**src/rtl/bp_be_accel_pkg.sv**
```systemverilog
// Shared types for the accelerator writeback path.
//   bp_be_accel_wb_state_e : scheduler state (run / drain)
//   bp_be_accel_win_s      : per-destination address window {base, len, offset}
//   num_accel_dest_gp      : number of result destinations
//   paddr_width_gp         : physical address width the window struct is sized for;
//                            the scheduler's paddr_width_p must equal it.
package bp_be_accel_pkg;

  localparam int num_accel_dest_gp = 2;
  localparam int paddr_width_gp    = 40;

  typedef enum logic {
    e_run   = 1'b0,
    e_drain = 1'b1
  } bp_be_accel_wb_state_e;

  typedef struct packed {
    logic [paddr_width_gp-1:0] base;
    logic [paddr_width_gp-1:0] len;     // 0 = linear, no wrap
    logic [paddr_width_gp-1:0] offset;
  } bp_be_accel_win_s;

endpackage

```
**src/rtl/bp_be_accel_wb_credit.sv**
```systemverilog
// Up/down credit counter bounding outstanding writes.
// Ports:
//   clk_i, reset_n_i : clock, async active-low reset (counter resets full)
//   take_i           : a credit is consumed this cycle (never asserted when empty)
//   ack_i            : a credit is returned this cycle
//   full_o           : all credits free
//   empty_o          : no credits left
//   err_o            : sticky, an ack arrived with every credit already free
module bp_be_accel_wb_credit #(
  parameter int credits_p = 8
) (
  input  logic clk_i,
  input  logic reset_n_i,
  input  logic take_i,
  input  logic ack_i,
  output logic full_o,
  output logic empty_o,
  output logic err_o
);

  localparam int                cnt_w_lp = $clog2(credits_p + 1);
  localparam logic [cnt_w_lp-1:0] max_lp = cnt_w_lp'(credits_p);

  logic [cnt_w_lp-1:0] cnt_q;
  logic                spurious;

  assign full_o   = (cnt_q == max_lp);
  assign empty_o  = (cnt_q == '0);
  // A simultaneous take absorbs the ack, so only a lone ack on a full counter is bogus.
  assign spurious = ack_i & ~take_i & full_o;

  always_ff @(posedge clk_i or negedge reset_n_i) begin
    if (!reset_n_i) begin
      cnt_q <= max_lp;
      err_o <= 1'b0;
    end else begin
      if (take_i & ~ack_i)                cnt_q <= cnt_q - 1'b1;
      else if (ack_i & ~take_i & ~full_o) cnt_q <= cnt_q + 1'b1;
      if (spurious) err_o <= 1'b1;
    end
  end

endmodule

```
**src/rtl/bp_be_accel_wb_sched.sv**
```systemverilog
// Writeback scheduler for the accelerator result path.
// Takes tagged result beats, assigns each a physical address from a per-destination
// base/len window (wrapping when len != 0), and holds {addr, data} in a one-entry
// slot toward the mem_fwd pump. Outstanding writes are bounded by credits returned
// through mem_rev acks; fence_i drains everything and answers with fence_done_o.
// Ports:
//   clk_i, reset_n_i                       : clock, async active-low reset
//   cfg_v_i/cfg_dest_i/cfg_base_i/cfg_len_i : window programming (blocks beats that cycle)
//   beat_v_i/beat_dest_i/beat_data_i        : result beat in, beat_ready_and_o handshake
//   wr_v_o/wr_addr_o/wr_data_o              : write request out, wr_ready_and_i handshake
//   ack_v_i                                 : one write ack per cycle
//   fence_i / fence_done_o                  : drain request / completion pulse
//   rd_dest_i / rd_addr_o                   : combinational next-address readback
//   wrap_o                                  : per-destination wrap pulse
//   idle_o, err_o                           : nothing pending / sticky spurious ack
// Optional: define BP_BE_ACCEL_WB_PERF_EN to add saturating perf_beats_o (write
// handshakes) and perf_stall_o (cycles a valid beat is refused).
module bp_be_accel_wb_sched
  import bp_be_accel_pkg::*;
#(
  parameter int paddr_width_p = paddr_width_gp,
  parameter int data_width_p  = 128,
  parameter int beat_bytes_p  = 16,
  parameter int credits_p     = 8
) (
  input  logic                     clk_i,
  input  logic                     reset_n_i,
  input  logic                     cfg_v_i,
  input  logic                     cfg_dest_i,
  input  logic [paddr_width_p-1:0] cfg_base_i,
  input  logic [paddr_width_p-1:0] cfg_len_i,
  input  logic                     beat_v_i,
  input  logic                     beat_dest_i,
  input  logic [data_width_p-1:0]  beat_data_i,
  output logic                     beat_ready_and_o,
  output logic                     wr_v_o,
  output logic [paddr_width_p-1:0] wr_addr_o,
  output logic [data_width_p-1:0]  wr_data_o,
  input  logic                     wr_ready_and_i,
  input  logic                     ack_v_i,
  input  logic                     fence_i,
  output logic                     fence_done_o,
  input  logic                     rd_dest_i,
  output logic [paddr_width_p-1:0] rd_addr_o,
  output logic [1:0]               wrap_o,
  output logic                     idle_o,
  output logic                     err_o
`ifdef BP_BE_ACCEL_WB_PERF_EN
 ,output logic [31:0]              perf_beats_o
 ,output logic [31:0]              perf_stall_o
`endif
);

  localparam logic [paddr_width_p-1:0] beat_inc_lp = paddr_width_p'(beat_bytes_p);

  bp_be_accel_wb_state_e state_q, state_n;

  logic                     slot_v_q;
  logic [paddr_width_p-1:0] slot_addr_q;
  logic [data_width_p-1:0]  slot_data_q;
  logic                     fence_done_q;
  logic                     accept, wr_hs, drained;
  logic                     cr_full, cr_empty;
  logic [paddr_width_p-1:0] addr [num_accel_dest_gp];

  assign accept  = beat_v_i & beat_ready_and_o;
  assign wr_hs   = slot_v_q & wr_ready_and_i;
  assign drained = ~slot_v_q & cr_full;

  // ---------------- credits ----------------
  bp_be_accel_wb_credit #(.credits_p(credits_p)) credit (
    .clk_i    (clk_i),
    .reset_n_i(reset_n_i),
    .take_i   (accept),
    .ack_i    (ack_v_i),
    .full_o   (cr_full),
    .empty_o  (cr_empty),
    .err_o    (err_o)
  );

  // ---------------- FSM ----------------
  always_ff @(posedge clk_i or negedge reset_n_i) begin
    if (!reset_n_i) begin
      state_q      <= e_run;
      fence_done_q <= 1'b0;
    end else begin
      state_q      <= state_n;
      // Pulse lands on the same edge that returns us to e_run.
      fence_done_q <= (state_q == e_drain) & drained;
    end
  end

  always_comb begin
    state_n = state_q;
    unique case (state_q)
      e_run:   if (fence_i) state_n = e_drain;
      e_drain: if (drained) state_n = e_run;
      default: state_n = e_run;
    endcase
  end

  always_comb begin
    // Slot may refill in the cycle it drains, giving 1 beat/cycle.
    beat_ready_and_o = (state_q == e_run) & ~cfg_v_i & ~cr_empty
                     & (~slot_v_q | wr_ready_and_i);
    fence_done_o     = fence_done_q;
    idle_o           = drained;
  end

  // ---------------- per-destination windows ----------------
  for (genvar d = 0; d < num_accel_dest_gp; d++) begin : g_win
    bp_be_accel_win_s         win_q;
    logic                     wrap_q;
    logic [paddr_width_p-1:0] off_n;
    logic                     wrap_hit, cfg_sel, beat_sel;

    assign cfg_sel  = cfg_v_i & (cfg_dest_i == 1'(d));
    assign beat_sel = accept & (beat_dest_i == 1'(d));
    assign off_n    = win_q.offset + beat_inc_lp;
    assign wrap_hit = (win_q.len != '0) & (off_n >= win_q.len);
    assign addr[d]  = win_q.base + win_q.offset;
    assign wrap_o[d] = wrap_q;

    always_ff @(posedge clk_i or negedge reset_n_i) begin
      if (!reset_n_i) begin
        win_q  <= '0;
        wrap_q <= 1'b0;
      end else begin
        wrap_q <= 1'b0;
        if (cfg_sel) begin
          win_q.base   <= cfg_base_i;
          win_q.len    <= cfg_len_i;
          win_q.offset <= '0;
        end else if (beat_sel) begin
          win_q.offset <= wrap_hit ? '0 : off_n;
          wrap_q       <= wrap_hit;
        end
      end
    end
  end

  assign rd_addr_o = addr[rd_dest_i];

  // ---------------- output slot ----------------
  always_ff @(posedge clk_i or negedge reset_n_i) begin
    if (!reset_n_i) begin
      slot_v_q    <= 1'b0;
      slot_addr_q <= '0;
      slot_data_q <= '0;
    end else if (accept) begin
      slot_v_q    <= 1'b1;
      slot_addr_q <= addr[beat_dest_i];
      slot_data_q <= beat_data_i;
    end else if (wr_hs) begin
      slot_v_q    <= 1'b0;
    end
  end

  assign wr_v_o    = slot_v_q;
  assign wr_addr_o = slot_addr_q;
  assign wr_data_o = slot_data_q;

`ifdef BP_BE_ACCEL_WB_PERF_EN
  always_ff @(posedge clk_i or negedge reset_n_i) begin
    if (!reset_n_i) begin
      perf_beats_o <= '0;
      perf_stall_o <= '0;
    end else begin
      if (wr_hs && !(&perf_beats_o))                          perf_beats_o <= perf_beats_o + 1'b1;
      if (beat_v_i && !beat_ready_and_o && !(&perf_stall_o))  perf_stall_o <= perf_stall_o + 1'b1;
    end
  end
`endif

endmodule

```
**config.mk**
```make
export PLATFORM = sky130hd
export DESIGN_NAME = bp_be_accel_wb_sched
export DESIGN_NICKNAME = d
export VERILOG_FILES = /design/src/rtl/bp_be_accel_pkg.sv /design/src/rtl/bp_be_accel_wb_credit.sv /design/src/rtl/bp_be_accel_wb_sched.sv
export SDC_FILE = /design/constraint.sdc
export NUM_CORES = 1
export LEC_CHECK = 0
export ABC_AREA = 1
export CAP_MARGIN = 20
export CORE_UTILIZATION = 54
export CTS_BUF_LIST = sky130_fd_sc_hd__clkbuf_4 sky130_fd_sc_hd__clkbuf_8 sky130_fd_sc_hd__clkbuf_16
export CTS_CLUSTER_DIAMETER = 50
export CTS_CLUSTER_SIZE = 14
export DETAILED_ROUTE_END_ITERATION = 12
export HOLD_SLACK_MARGIN = 0.06
export PLACE_DENSITY = 0.92
export REMOVE_ABC_BUFFERS = 1
export SKIP_CTS_REPAIR_TIMING = 1
export SLEW_MARGIN = 25
export SYNTH_ARGS = -nofsm -noshare
export SYNTH_HDL_FRONTEND = slang
export SYNTH_SLANG_ARGS = --single-unit
```
**constraint.sdc**
```tcl
create_clock -name clk_i -period 3.3 [get_ports clk_i]
set_input_delay 0.66 -clock clk_i [delete_from_list [all_inputs] [get_ports clk_i]]
set_output_delay 0.66 -clock clk_i [all_outputs]
set_load 0.02 [all_outputs]
```
# Word level (Yosys, flattened, before mapping)
# Index checks and enable logic that the tools add are counted.
[totals] register_bits=418 output_inout_bits=215
[classes] n_addsub=6 mux=23 n_reduce_logical=7 bitwise_logic=29 eq_ne=1 order_cmp=4
[op_table] operator="$mux W40" n=12
[op_table] operator="$add A40 B40 Y40" n=2
[op_table] operator="$add A40 B5 Y40 const B" n=2
[op_table] operator="$ge A40 B40 Y1" n=2
[op_table] operator="$reduce_bool A40 Y1" n=2
[op_table] operator="$and A1 B1 Y1" n=17
[op_table] operator="$not A1 Y1" n=9
[op_table] operator="$mux W1" n=8
[op_table] operator="$mux W4" n=2
[op_table] operator="$reduce_bool A2 Y1" n=4
[op_table] operator="$add A4 B1 Y4 const B" n=1
[op_table] operator="$eq A4 B4 Y1 const B" n=1
[op_table] operator="$ge A2 B2 Y1 const B" n=2
[op_table] operator="$logic_not A4 Y1" n=1
[op_table] operator="$not A1 Y2" n=2
[op_table] operator="$sub A4 B1 Y4 const B" n=1
[op_table] operator="$pmux W1 S2" n=1
[op_table] operator="$or A1 B1 Y1" n=1

# Logic depth before layout (Yosys ltp)
[logic_depth] ltp_word=10 depth_mapped=23 ltp_nobuf=22

# Cells and area by module
# From an unflattened synthesis, not the netlist that was laid out.
[hier_totals] hier_cells=3469 area_unflattened_um2=24883.9
[by_module_without_submodules] mod="bp_be_accel_wb_sched" n_inst=1 cells_per_inst=3420 seq_area_each_um2=10134.7 area_each_um2=24529.8
[by_module_without_submodules] mod="bp_be_accel_wb_credit" n_inst=1 cells_per_inst=49 seq_area_each_um2=126.4 area_each_um2=354.1

# Least setup slack after synthesis
# Ideal clock, no wire load.
[synth_path] path_type="flip-flop to flip-flop" startpoint="register g_win[0].win_q[4] (netlist name)" endpoint="register g_win[0].win_q[27] (netlist name)" setup_ns=0.117 setup_slack_ns=0.483 n_path_buf=1 t_required_ns=3.183 path_stages_with_launch=19 arrival_ns=2.699 cell_sequence="dfrtp_1 ha_1 inv_1 nor3_2 nand2_1 nor3_2 xor2_1 inv_1 ha_1 nand2_1 nor2_1 nand4_1 nor2_1 nand3_1 nand3_1 nand2_2 buf_2 nand3_1 nand2_1"
[synth_via] elab_chain_len=6
[synth_lines] element="from (decl)" line="bp_be_accel_wb_sched.sv:112" rtl="bp_be_accel_win_s win_q;"
[synth_lines] element="$add A40 B5 Y40 (*)" line="bp_be_accel_wb_sched.sv:119" rtl="assign off_n = win_q.offset + beat_inc_lp;"
[synth_lines] element="$ge A40 B40 Y1" line="bp_be_accel_wb_sched.sv:120" rtl="assign wrap_hit = (win_q.len != '0) & (off_n >= win_q.len);"
[synth_lines] element="$and A1 B1 Y1" line="bp_be_accel_wb_sched.sv:120"
[synth_lines] element="$mux W40 (*)" line="bp_be_accel_wb_sched.sv:135" rtl="win_q.offset <= wrap_hit ? '0 : off_n;"
[synth_lines] element="$mux W40 (*)" line="bp_be_accel_wb_sched.sv:134" rtl="end else if (beat_sel) begin"
[synth_lines] element="$mux W40 (*)" line="bp_be_accel_wb_sched.sv:130" rtl="if (cfg_sel) begin"
# Mark *: on every way between the ends. The rest lies on a longest branch, timed or not. The select of a mux whose other input is x is not followed.
# A chain may end at the register's enable or synchronous reset.

# Worst setup path in the final report
[layout_path] startpoint="register g_win[0].win_q[5] (netlist name)" endpoint="output rd_addr_o[28]"
[layout_via] elab_chain_len=4
[layout_lines] element="$add A40 B40 Y40" line="bp_be_accel_wb_sched.sv:121" rtl="assign addr[d] = win_q.base + win_q.offset;"
[layout_lines] element="$mux W40 (implied by the code) (3 in series)" line="bp_be_accel_wb_sched.sv:142" rtl="assign rd_addr_o = addr[rd_dest_i];"
[layout_lines] element="to (decl)" line="bp_be_accel_wb_sched.sv:44" rtl="output logic [paddr_width_p-1:0] rd_addr_o,"
# Every way passes these cells. The select of a mux whose other input is x is not followed.

==> tab_implementation.tex <==
\begin{tabular}{lr}
\hline
Metric & Value \\
\hline
\multicolumn{2}{l}{\textbf{Status}} \\
Outcome & finished, violations left \\
Failing checks & setup timing \\
\multicolumn{2}{l}{\textbf{Power}} \\
Post-layout total power & 20.3 mW \\
Static leakage & 18.3 nW \\
Power per standard cell area & approximately 560 nW/um2 \\
Maximum ir drop on the vdd rail & 0.622 mV \\
\multicolumn{2}{l}{\textbf{CTS}} \\
Buffer depth of the longest clock path & 3 \\
\# clock sinks & about 400 \\
Clk slew on worst S/H paths & 0.06 ns \\
Count of H-tree levels built during CTS & 2 \\
Clock insertion delay at the later pin of the skew report & slightly above 0.6 ns \\
TritonCTS clock tree & done \\
Root cell of the clock tree & clkbuf\_16 \\
Number of buffers added by the clock tree synthesis step & 47 \\
\multicolumn{2}{l}{\textbf{Yosys}} \\
Fraction of the yosys area taken by sequential cells & 40.7\% \\
Post-synthesis instance area & 25200 um2 \\
Commonest cells post-synth & 1347 x nand2\_1, 434 x inv\_1, 409 x dfrtp\_1 \\
Ys async rst share & 100\% \\
Number of flops mapped to enable cells by yosys & 0 \\
Share of Yosys cell area claimed by the top area cell type & 40.6\% \\
Number of standard cells after synthesis & approximately 3500 \\
Total of warnings raised by yosys & 0 \\
Most area-hungry cell type in the Yosys netlist & dfrtp\_1 \\
Top cells by area in the synthesized netlist & dfrtp\_1 41\%, nand2\_1 20\%, ha\_1 7.3\%, inv\_1 6.5\%, nand3\_1 5.1\% \\
Number of flip-flops and latches in the synthesized netlist & 410 \\
Average cell area after synthesis & slightly above 7 um2 \\
Top FF cell, synth & dfrtp\_1 \\
Distinct cell type count after synthesis & 42 \\
Most used standard cell by instance count after synthesis & nand2\_1 \\
\multicolumn{2}{l}{\textbf{Detailed routing}} \\
Max Used Layer & met5 \\
Routed length on met3 & $\sim$12000 um \\
Vias per cell & 5.80 \\
Routed metal-1 wire length & roughly 36000 um \\
Total met2 wirelength after detailed routing & 46100 um \\
First-pass detailed-route iteration total & 9 \\
Final ANT Viol Nets & 0 \\
Total wire length after detailed routing & approximately 100000 um \\
Detailed-route via count & between 20000 and 30000 \\
Average wire per standard cell & 21.1 um \\
Number of DRC violations after detailed-routing iteration 0 & 3660 \\
Count of unresolved DRC violations after routing & 0 \\
\multicolumn{2}{l}{\textbf{Worst setup path}} \\
Worst path arrival time & 2.81 ns \\
Cell repeated most along the worst path & nand2\_2 \\
Nature of the critical path endpoint & output pin \\
Series of cell instances along the critical path & ha\_4 -> nand2\_1 -> nand2\_2 -> nand3\_2 -> nand2\_2 -> nand2\_1 -> nand2\_2 -> nand2\_1 -> nand2\_2 -> buf\_4 -> nand2\_2 -> nand3b\_1 -> nand3\_1 -> nand2\_2 -> buf\_4 \\
Cell family with the largest share of critical-path delay & simple AND/OR/NAND/NOR gates \\
Type of the setup path with the least slack & reg2out \\
Endpoint required time on the critical path & about 2.6 ns \\
Kind of start point of the critical path & flip-flop \\
Slowest cell on crit path & dfrtp\_2 \\
Worst-path maximum fanout & 4 \\
Worst stage delay on the critical path & 0.45 ns \\
Buffers and inverters on the worst path & 2 \\
\multicolumn{2}{l}{\textbf{Place}} \\
Placed standard-cell area & 31300 um2 \\
Final weighted congestion of routability-driven global placement & 1.03 \\
Detail Placement HPWL & 70400 um \\
Quantity of I/O buffers inserted on ports & 432 \\
Worst slack after detailed placement & -0.0681 ns \\
\# placed instances & roughly 4600 \\
\multicolumn{2}{l}{\textbf{GRT}} \\
GRT Overall Usage & 38.9\% \\
Vias in the first global route & 25900 \\
Aggregate global routing overflow & 0 \\
First-pass GRT wire length & 142000 um \\
Number of antenna violations at the first check in global routing & 2 \\
Largest net degree at the start of global routing & 173 \\
\multicolumn{2}{l}{\textbf{Timing}} \\
Clock period minus final worst setup slack & approximately 3.5 ns \\
Pin slew with the least headroom to its limit & about 0.96 ns \\
Final-layout worst hold slack & 0.0240 ns \\
Unrepaired setup endpoints after global routing & yes \\
Final setup skew & approximately 0.026 ns \\
Relative slew slack & 35.7\% \\
Share of the clock period used by the worst path & 105\% \\
Number of failing hold endpoints at the final stage & 0 \\
Number of setup violations in the final report & 28 \\
Final Max Slew Viols & 0 \\
Final setup slack of the worst path & -0.170 ns \\
Aggregate negative setup slack & -1.36 ns \\
Maximum operating frequency & 0.288 GHz \\
\multicolumn{2}{l}{\textbf{Finish}} \\
Utilization of the core after routing & between 70\% and 80\% \\
Number of filler cells placed in the layout & 2895 \\
Area added between synthesis and finish & 43.5\% \\
Final standard cell area without fillers & 36100 um2 \\
Sequential cell area in the final layout & 10300 um2 \\
Footprint of the multi-input gates & 15300 um2 \\
Layout cell share with drive strength beyond 1 & 21.5\% \\
Non-filler instance count after layout & 4790 \\
Number of nets at the end of the flow & 4524 \\
\multicolumn{2}{l}{\textbf{Die}} \\
Cell Rows & 78 \\
I/O pin total & roughly 430 \\
Overall die width & roughly 220 um \\
Total Die Area & 47500 um2 \\
Starting Density & 55.1\% \\
Die span in y & 218 um \\
Core area & 45700 um2 \\
\multicolumn{2}{l}{\textbf{Worst hold path}} \\
Path class of the lowest-slack min-delay path & in2async \\
\multicolumn{2}{l}{\textbf{Flow run}} \\
Max-cap viol count & 0 \\
\hline
\end{tabular}
area by class of cell:
| cell class | instances | area share, % |
|---|---|---|
| flip-flops and latches | 410 | 28.5 |
| diodes | 1 | 0.00693 |
| repair buffers | 679 | 17.9 |
| clock buffers | 53 | 3.43 |
| multi-input cells | 2572 | 42.4 |
| inverters | 449 | 4.67 |
| clock inverters | 26 | 0.959 |
| well taps | 600 | 2.08 |
power by group:
part           leakage [nW]  switching (mW)  internal (mW)
logic                  12.3            4.19           3.32
clock network         0.763            2.39           3.08
registers              5.19           0.980           6.32
total                  18.3            7.56           12.7
state kept, by name, indices dropped and copies added, names as in the netlist:
signal        count
g_win.win_q     232
wr_data_o       128
wr_addr_o        40
credit.cnt_q      4
g_win.wrap_q      2
credit.err_o      1
fence_done_o      1
state_q           1
wr_v_o            1
logic make-up (layout without fill, tap and decap cells):
group | count (synthesis) | in the layout | synth area share [%]
AOI/OAI and AO/OA | 358 | 358 | 7.48
other | 0 | 1 | 0
muxes | 6 | 6 | 0.238
xor gates and xnor gates | 91 | 91 | 3.22
DFF | 410 | 410 | 40.7
buffers and inverters | 551 | 1207 | 8.47
and+or+nand+nor | 1970 | 1970 | 32.5
adders and majority gates | 147 | 147 | 7.33
worst paths after layout:
check / slack [ns] / to / from / depth (start not counted)
max: -0.17 / rd_addr_o[28] / g_win[0].win_q[5] / 15
min: 0.02 / g_win[0].win_q[72] / reset_n_i / 1
max reg2reg: -0.01 / g_win[0].win_q[7] / g_win[0].win_q[10] / 21
min reg2reg: 0.48 / wr_data_o[126] / wr_data_o[126] / 2
max in group asynchronous: 2.40 / g_win[0].win_q[15] / reset_n_i / 2
min in group clk_i: 0.48 / wr_data_o[126] / wr_data_o[126] / 2
layout by cell type (no fill, tap or decap), types with 30 or more instances in the layout:
master,synthesis,routed
nand2_1,1347,1205
inv_1,434,419
clkdlybuf4s50_1,0,395
dfrtp_1,409,375
buf_4,4,221
nand3_1,255,208
o21ai_0,222,204
nor2_1,210,124
nand2_2,8,118
ha_1,146,79
nor2_2,5,68
ha_4,0,63
a21oi_1,101,53
clkbuf_16,0,49
a21oi_2,0,42
xor2_1,56,39
nand3_2,1,38
nand2_4,2,34
dfrtp_2,0,34
nand4_1,33,33
buf_6,0,33
xnor2_1,33,30
layer usage:
metal,GRT usage (%),vias to the layer above
li1,-,12400
met1,49.3,13000
met2,62.9,1952
met3,8.01,471
met4,20.0,2
met5,0,-
Note: power is estimated with default switching activity, not from simulation.
